## config.mk

```make
export PLATFORM = sky130hd
export DESIGN_NAME = ext_mem_obi_arbiter
export DESIGN_NICKNAME = d
export VERILOG_FILES = /design/src/rtl/ext_mem_obi_arbiter.sv
export SDC_FILE = /design/constraint.sdc
export NUM_CORES = 1
export LEC_CHECK = 0
export ABC_AREA = 1
export BUFFER_PORTS_ARGS = -buffer_cell sky130_fd_sc_hd__buf_2
export CORE_AREA = 2 2 110 112
export CTS_CLUSTER_DIAMETER = 100
export DETAILED_ROUTE_END_ITERATION = 8
export DIE_AREA = 0 0 112 114
export GPL_TIMING_DRIVEN = 0
export PLACE_DENSITY_LB_ADDON = 0.3
export SETUP_SLACK_MARGIN = 0.05
export SYNTH_ARGS = -nofsm -noshare
export SYNTH_HDL_FRONTEND = slang
export SYNTH_SLANG_ARGS = --single-unit
```

## constraint.sdc

```tcl
create_clock -name clk_i -period 2.1 [get_ports clk_i]
set_clock_uncertainty 0.1 [all_clocks]
set_input_delay 0.105 -clock clk_i [delete_from_list [all_inputs] [get_ports clk_i]]
set_output_delay 0.105 -clock clk_i [all_outputs]
set_load 0.02 [all_outputs]
```

## src/rtl/ext_mem_obi_arbiter.sv

```systemverilog
// Round-robin arbiter sharing one OBI external-memory slave port among NUM_MASTERS requesters.
// Grants are zero-latency; an in-order ID FIFO routes slave responses back to the granted master.
module ext_mem_obi_arbiter #(
    parameter int NUM_MASTERS     = 2,
    parameter int MAX_OUTSTANDING = 2,
    parameter int ADDR_WIDTH      = 32,
    parameter int DATA_WIDTH      = 32,
    localparam int BE_WIDTH       = DATA_WIDTH / 8
) (
    input  logic                              clk_i,
    input  logic                              rst_i,
    input  logic [NUM_MASTERS-1:0]            m_req_i,
    output logic [NUM_MASTERS-1:0]            m_gnt_o,
    input  logic [NUM_MASTERS*ADDR_WIDTH-1:0] m_addr_i,
    input  logic [NUM_MASTERS-1:0]            m_we_i,
    input  logic [NUM_MASTERS*BE_WIDTH-1:0]   m_be_i,
    input  logic [NUM_MASTERS*DATA_WIDTH-1:0] m_wdata_i,
    output logic [NUM_MASTERS-1:0]            m_rvalid_o,
    output logic [DATA_WIDTH-1:0]             m_rdata_o,
    output logic                              s_req_o,
    input  logic                              s_gnt_i,
    output logic [ADDR_WIDTH-1:0]             s_addr_o,
    output logic                              s_we_o,
    output logic [BE_WIDTH-1:0]               s_be_o,
    output logic [DATA_WIDTH-1:0]             s_wdata_o,
    input  logic                              s_rvalid_i,
    input  logic [DATA_WIDTH-1:0]             s_rdata_i,
    output logic [2:0]                        outstanding_o,
    output logic                              err_o
);

    localparam int IW = $clog2(NUM_MASTERS);
    localparam int PW = (MAX_OUTSTANDING > 1) ? $clog2(MAX_OUTSTANDING) : 1;
    localparam logic [IW-1:0] LAST_IDX = IW'(NUM_MASTERS - 1);
    localparam logic [PW-1:0] LAST_PTR = PW'(MAX_OUTSTANDING - 1);
    localparam logic [2:0]    MAX_CNT  = 3'(MAX_OUTSTANDING);

    typedef enum logic {LK_FREE, LK_HELD} lock_e;

    lock_e         lock_q, lock_d;
    logic [IW-1:0] lock_idx_q, lock_idx_d;
    logic [IW-1:0] rr_ptr_q, rr_ptr_d;
    logic [IW-1:0] fifo_q [MAX_OUTSTANDING];
    logic [PW-1:0] wr_ptr_q, wr_ptr_d;
    logic [PW-1:0] rd_ptr_q, rd_ptr_d;
    logic [2:0]    count_q, count_d;
    logic          err_q, err_d;

    logic [IW-1:0] rr_idx;
    logic          rr_found;
    logic [IW-1:0] winner;
    logic          handshake;
    logic          pop;

    always_comb begin : rr_select
        int unsigned k;
        k        = 0;
        rr_idx   = rr_ptr_q;
        rr_found = 1'b0;
        for (int unsigned i = 0; i < NUM_MASTERS; i++) begin
            k = (32'(rr_ptr_q) + i) % NUM_MASTERS;
            if (!rr_found && m_req_i[k]) begin
                rr_found = 1'b1;
                rr_idx   = IW'(k);
            end
        end
    end

    // Full is judged on the registered count, so a same-cycle pop cannot open a grant.
    assign winner    = (lock_q == LK_HELD) ? lock_idx_q : rr_idx;
    assign s_req_o   = !rst_i && ((|m_req_i) || (lock_q == LK_HELD)) && (count_q < MAX_CNT);
    assign handshake = s_req_o && s_gnt_i;
    assign pop       = !rst_i && s_rvalid_i && (count_q != '0);

    always_comb begin
        s_addr_o   = '0;
        s_we_o     = 1'b0;
        s_be_o     = '0;
        s_wdata_o  = '0;
        m_gnt_o    = '0;
        m_rvalid_o = '0;
        m_rdata_o  = s_rdata_i;
        if (s_req_o) begin
            s_addr_o  = m_addr_i[winner*ADDR_WIDTH +: ADDR_WIDTH];
            s_we_o    = m_we_i[winner];
            s_be_o    = m_be_i[winner*BE_WIDTH +: BE_WIDTH];
            s_wdata_o = m_wdata_i[winner*DATA_WIDTH +: DATA_WIDTH];
            m_gnt_o[winner] = s_gnt_i;
        end
        if (pop) begin
            m_rvalid_o[fifo_q[rd_ptr_q]] = 1'b1;
        end
    end

    always_comb begin
        lock_d     = lock_q;
        lock_idx_d = lock_idx_q;
        rr_ptr_d   = rr_ptr_q;
        wr_ptr_d   = wr_ptr_q;
        rd_ptr_d   = rd_ptr_q;
        count_d    = count_q;
        err_d      = err_q;
        if (handshake) begin
            lock_d   = LK_FREE;
            rr_ptr_d = (winner == LAST_IDX) ? '0 : winner + 1'b1;
            wr_ptr_d = (wr_ptr_q == LAST_PTR) ? '0 : wr_ptr_q + 1'b1;
        end else if (s_req_o) begin
            lock_d     = LK_HELD;
            lock_idx_d = winner;
        end
        if (pop) begin
            rd_ptr_d = (rd_ptr_q == LAST_PTR) ? '0 : rd_ptr_q + 1'b1;
        end
        case ({handshake, pop})
            2'b10:   count_d = count_q + 3'd1;
            2'b01:   count_d = count_q - 3'd1;
            default: count_d = count_q;
        endcase
        if (s_rvalid_i && (count_q == '0)) begin
            err_d = 1'b1;
        end
    end

    always_ff @(posedge clk_i) begin
        if (rst_i) begin
            lock_q     <= LK_FREE;
            lock_idx_q <= '0;
            rr_ptr_q   <= '0;
            wr_ptr_q   <= '0;
            rd_ptr_q   <= '0;
            count_q    <= '0;
            err_q      <= 1'b0;
        end else begin
            lock_q     <= lock_d;
            lock_idx_q <= lock_idx_d;
            rr_ptr_q   <= rr_ptr_d;
            wr_ptr_q   <= wr_ptr_d;
            rd_ptr_q   <= rd_ptr_d;
            count_q    <= count_d;
            err_q      <= err_d;
        end
    end

    always_ff @(posedge clk_i) begin
        if (handshake) begin
            fifo_q[wr_ptr_q] <= winner;
        end
    end

    assign outstanding_o = count_q;
    assign err_o         = err_q;

endmodule

```

== Word level (Yosys, flattened, before mapping) ==
Memory sizes are Yosys's and may differ from the RTL's. A register that Yosys moved wholly into a read port is not among the register bits.
Index checks and enable logic that the tools add are counted.
W data, S select, Z words.

* Register bits: 9
* Memories: 1
* Memory bits (read-only): 0
* RAM bits: 2
* Latch bits: 0
* Input bits: 176

{| class="wikitable"
|+ Memories
! memory !! depth !! width !! rd ports !! clocked after memory_dff !! wr ports !! line !! text
|-
| fifo_q || 2 || 1 || 1 || 1 || 1 || 43 || <nowiki>logic [IW-1:0] fifo_q [MAX_OUTSTANDING];</nowiki>
|}

* Divide/modulo/power cells: 0
* Multiply operators: 0
* Mux-type cells: 27
* Magnitude comparators: 7
* Reduce and logical (&&, ||, !) cells: 18
* Bitwise gates (word level): 2
* Add/subtract/negate cells: 6
* Shift operators: 3
* Eq/ne operators: 2

{| class="wikitable"
|+ Operator list
! cell !! count
|-
| $shiftx A64 B7 Y32 || 2
|-
| $mux W32 || 2
|-
| $mux W1 || 19
|-
| $logic_and A1 B1 Y1 || 9
|-
| $lt A1 B2 Y1 const B || 4
|-
| $shiftx A8 B4 Y4 || 1
|-
| $pmux W3 S2 || 1
|-
| $add A1 B1 Y1 const B || 4
|-
| $mux W2 || 2
|-
| $mux W4 || 1
|-
| $reduce_or A2 Y1 || 2
|-
| $add A3 B1 Y3 const B || 1
|-
| $logic_not A3 Y1 || 1
|-
| $lt A3 B2 Y1 const B || 1
|-
| $reduce_bool A3 Y1 || 1
|-
| $sub A3 B1 Y3 const B || 1
|-
| $and A2 B2 Y2 || 1
|-
| $demux W1 S1 || 2
|-
| $eq A2 B1 Y1 const B || 1
|-
| $eq A2 B2 Y1 const B || 1
|-
| $ge A1 B1 Y1 const B || 2
|-
| $logic_not A1 Y1 || 2
|-
| $reduce_and A2 Y1 || 1
|-
| $reduce_bool A2 Y1 || 1
|-
| other kinds (2) || 2
|}

== Depth between registers and ports, before layout ==
* Word-level depth: 13
* Mapped depth: 14
* Depth with buffers taken out: 14

== Least setup slack after synthesis ==
No wires, ideal clock.

* Path type: register to register
* Start point: register count_q[1], in the netlist outstanding_o[1]
* End point: register count_q[2], in the netlist outstanding_o[2]
* Data required time: 1.887 ns
* Path slack: -0.002 ns
* Cell stages (with the launch flop): 14
* Data arrival time: 1.890 ns
* Period minus slack after synthesis: 2.102 ns
* Cells stage by stage: dfxtp_1 -> inv_1 -> nand2_1 -> nor2_1 -> nor2_1 -> nand2_1 -> inv_1 -> ha_1 -> inv_1 -> fa_1 -> a21oi_1 -> o21ai_0 -> nor2_1 -> nor2_1

{| class="wikitable"
|+ RTL lines
! element !! line !! text
|-
| start, declared || 46 || <nowiki>logic [2:0] count_q, count_d;</nowiki>
|-
| start signal, assigned || 139 || <nowiki>count_q <= count_d;</nowiki>
|-
| $reduce_bool A3 Y1 (*) || 73 || <nowiki>assign pop = !rst_i && s_rvalid_i && (count_q != '0);</nowiki>
|-
| $logic_and A1 B1 Y1 (*) || 73 ||
|-
| via pop || 53 || <nowiki>logic pop;</nowiki>
|-
| $eq A2 B1 Y1 or $eq A2 B2 Y1 (tied branches) || 114 || <nowiki>case ({handshake, pop})</nowiki>
|-
| $pmux W3 S2 or $reduce_bool A2 Y1 (tied branches) || n/a ||
|}

Mark *: on every way through the listed nets, which the timed path passes. The rest lies on a longest branch.
A chain may end at the register's enable or synchronous reset.

== Worst setup path in the final report ==
* Start point: register lock_q
* End point: output port s_we_o

* Cells in the longest elaborated chain, start to end: 4

{| class="wikitable"
|+ RTL lines
! element !! line !! text
|-
| start, declared || 40 || <nowiki>lock_e lock_q, lock_d;</nowiki>
|-
| start signal, assigned || 134 || <nowiki>lock_q <= lock_d;</nowiki>
|-
| $mux W1 or $logic_or A1 B1 Y1 (tied branches) || 70, 71 ||
|-
| $mux W1 (not written as such) or $logic_and A1 B1 Y1 (tied branches) (2 in series) || 85, 71 ||
|-
| $mux W1 (*) || 83 || <nowiki>if (s_req_o) begin</nowiki>
|-
| end, declared || 23 || <nowiki>output logic s_we_o,</nowiki>
|}

Every way passes the cells marked *; elsewhere a longest branch is shown, timed or not. The select of a mux whose other input is x is not followed.

==> flow_summary_export.csv <==
group,metric,value,unit
routing,wl_per_cell,10.7,um
global_route,grt_pass1_vias,3565,
global_route,track_usage,15.9,%
logic_synthesis,ys.warnings.count,0,
global_route,antenna_found_initial,0,
global_route,grt_pass1_wl,16.8,mm
critical_path,arrival,1.75,ns
timing,fin_crit,1.95,ns
logic_synthesis,synth.distinct_cells,19,
cts,clkSinkCount,12,
global_route,grt_overflow,0,
logic_synthesis,seq_area_frac_synth,8.65,%
routing,ant_nets,0,
routing,drt-total-wl,11.2,mm
logic_synthesis,synth_top_area_share,27.9,%
cts,cts-root-buf,"clkbuf_16",
critical_path,critical_path_class,"reg2out",
timing,fmax,512,MHz
placement,hpwlAfterDp,9.16,mm
routing,drtIter0Drc,214,
timing,slew_headroom,72.2,%
logic_synthesis,syn_inst,638,
floorplan,die-area,12800,sq um
timing,whs,0.0234,ns
cts,tritoncts,"built",
status,status,"finished clean",
routing,drc,0,
cells_and_area,final_util,39.8,%
timing,hold_viol,0,
critical_path,crit_path_end_kind,"output pin",
logic_synthesis,synth-seq-cells,12,
hold_path,hp-class,"in2reg",
cts,ctsLongestPathBuffers,2,
timing,drv_slew,0,
floorplan,initial_utilization,25.7,%
critical_path,startpoint_type,"register",
cells_and_area,diodes,0,
critical_path,worstPathRequired,1.89,ns
cells_and_area,synthToLayoutAreaGrowth,55.0,%
critical_path,cp_top_family,"simple AND/OR/NAND/NOR gates",
critical_path,crit_start,"lock_q",
logic_synthesis,avgSynthCellArea,4.72,sq um
timing,fin_crit_sh,93.0,%
global_route,grt_max_degree,11,
power_and_ir_drop,power_density,462,nW/um^2
routing,drtPass1Iterations,4,
critical_path,worstReg2RegStart,"outstanding_o[2]",
floorplan,core_area,11700,sq um
cells_and_area,drive_above_1_share,37.2,%
cts,clock_latency,0.24,ns
floorplan,fp-row-count,40,
power_and_ir_drop,p_leak,3.57,nW
timing,setup_viol,0,
power_and_ir_drop,power,2.16,mW
cells_and_area,nFillCells,1399,
critical_path,critPathBufInv,4,
floorplan,boundaryPins,286,
timing,rsz0062_at_grt,"true",
critical_path,slowest_stage,"dfxtp_2",
cts,htree_levels,1,
critical_path,critPathMaxStageDelay,0.36,ns
cts,cts-buffers-inserted,3,
cells_and_area,multi_input_area,1550,sq um
timing,worstMarginPinSlew,0.417,ns
job,drv_cap,0,
logic_synthesis,synth_fp_nets,816,
floorplan,die_y,114,um
floorplan,dieWidth,112,um
logic_synthesis,ys_top_cells_by_area,"inv_1 28%, nand2_1 19%, nand4_1 15%",
routing,vias,4208,
critical_path,path_cells,"inv_1, nand2_2, nand3_2, nor2_4, buf_12, buf_4, nand2_1, nor2_1, buf_2",
placement,numPortBuffers,253,
cts,clk_pin_slew,0.04,ns
cells_and_area,final-seq-area,264,sq um
power_and_ir_drop,vdd_drop_max,0.284,mV
hold_path,worstHoldStart,"s_rvalid_i",
logic_synthesis,synth.cell_area,3010,sq um
routing,via_per_inst,4.02,
critical_path,path_max_fanout,10,
logic_synthesis,synth_top_area_cell,"inv_1",
placement,gp_congestion,0.776,
cells_and_area,nets,1079,
## flip-flops by register name, summed over array words and instances (netlist names), named ones only
signal and cells:
outstanding_o 3, fifo_q 2, err_o 1, lock_idx_q 1, lock_q 1, rd_ptr_q 1, rr_ptr_q 1, wr_ptr_q 1
## cell type report
class / instances / area share [%]
plain buffers: 67 / 9.01
multi-input cells: 334 / 33.2
clock buffers: 4 / 1.69
well taps: 147 / 3.94
flip-flops and latches: 12 / 5.66
inverters: 225 / 18.1
repair buffers: 258 / 28.4
## cells by family (layout without fill, tap and decap cells)
| group | count (synthesis) | after routing | synth area share (%) |
|---|---|---|---|
| DFF | 12 | 12 | 8.65 |
| AOI/OAI and AO/OA | 8 | 8 | 1.70 |
| adders and majority gates | 2 | 2 | 1.08 |
| and+or+nand+nor | 324 | 324 | 46.9 |
| buffers and inverters | 292 | 554 | 41.7 |
## layer usage
| metal | routed length [um] | track usage (%) | vias up | part of all wire, % |
|---|---|---|---|---|
| met5 | 0 | 0 | - | 0 |
| met4 | 46 | 1.87 | 0 | 0.41 |
| met1 | 4670 | 19.9 | 1723 | 42 |
| met2 | 5520 | 29.5 | 169 | 49 |
| met3 | 985 | 2.76 | 6 | 8.8 |
| li1 | - | - | 2310 | - |
## repair_timing
action,4_1_cts,5_1_grt
pin swaps,2,4
gates cloned,0,0
setup endpoints to repair,72,72
resized for setup,5,24
hold buffers,0,0
setup buffers,3,2
## cell usage after synthesis
cell type / number
a21oi_1: 4
buf_1: 5
buf_2: 10
buf_4: 39
clkbuf_1: 13
dfxtp_1: 10
edfxtp_1: 2
fa_1: 1
ha_1: 1
inv_1: 224
inv_2: 1
nand2_1: 156
nand3_1: 5
nand3_2: 1
nand4_1: 70
nor2_1: 91
nor2_4: 1
o21ai_0: 3
o21ai_4: 1
## worst paths after layout
check | to | slack [ns] | cells after the start
worst min-delay path | err_o | 0.02 | 3
worst max-delay path | s_we_o | 0.15 | 9
worst max register to register | outstanding_o[1] | 0.16 | 10
worst min register to register | err_o | 0.37 | 2
## worst min-delay path, stage by stage
cell     delay, ns
buf_2         0.10
nand2_1       0.05
a21oi_1       0.05
## stage by stage
| stage | setup WS [ns] | instances | instance area [sq um] | TNS, ns |
|---|---|---|---|---|
| 2_1_floorplan | 0.0903 | 638 | 3010 | 0 |
| 3_3_place_gp | 0.00296 | 1038 | 4460 | 0 |
| 3_5_place_dp | -0.0444 | 1038 | 4460 | -0.125 |
| 4_1_cts | 0.0204 | 1045 | 4600 | 0 |
| 5_1_grt | 0.00504 | 1047 | 4670 | 0 |
| 6_report | 0.148 | 1047 | 4670 | 0 |
## power by group
part	total [mW]	internal, mW	leakage (nW)	switching (mW)
sequential	0.272	0.259	0.102	0.0134
combinational	1.53	0.571	3.43	0.963
clock	0.351	0.255	0.0382	0.0963
## cell usage in the layout, fill, tap and decap left out
| cell | n |
|---|---|
| nand2_2 | 3 |
| buf_1 | 4 |
| nor2_4 | 1 |
| ha_1 | 1 |
| dfxtp_1 | 7 |
| a21oi_2 | 1 |
| buf_12 | 1 |
| buf_2 | 260 |
| dfxtp_2 | 3 |
| nand3_2 | 2 |
| o21ai_4 | 1 |
| a21oi_1 | 3 |
| nand2_1 | 153 |
| clkbuf_16 | 3 |
| inv_2 | 4 |
| buf_4 | 46 |
| clkbuf_1 | 12 |
| o21ai_2 | 1 |
| nand4_1 | 70 |
| nand3_1 | 2 |
| nand3_4 | 2 |
| fa_2 | 1 |
| nor2_2 | 3 |
| o21ai_0 | 2 |
| inv_1 | 221 |
| buf_6 | 1 |
| nor2_1 | 88 |
| clkbuf_2 | 2 |
| edfxtp_1 | 2 |
Note: power is estimated with default switching activity, not from simulation.
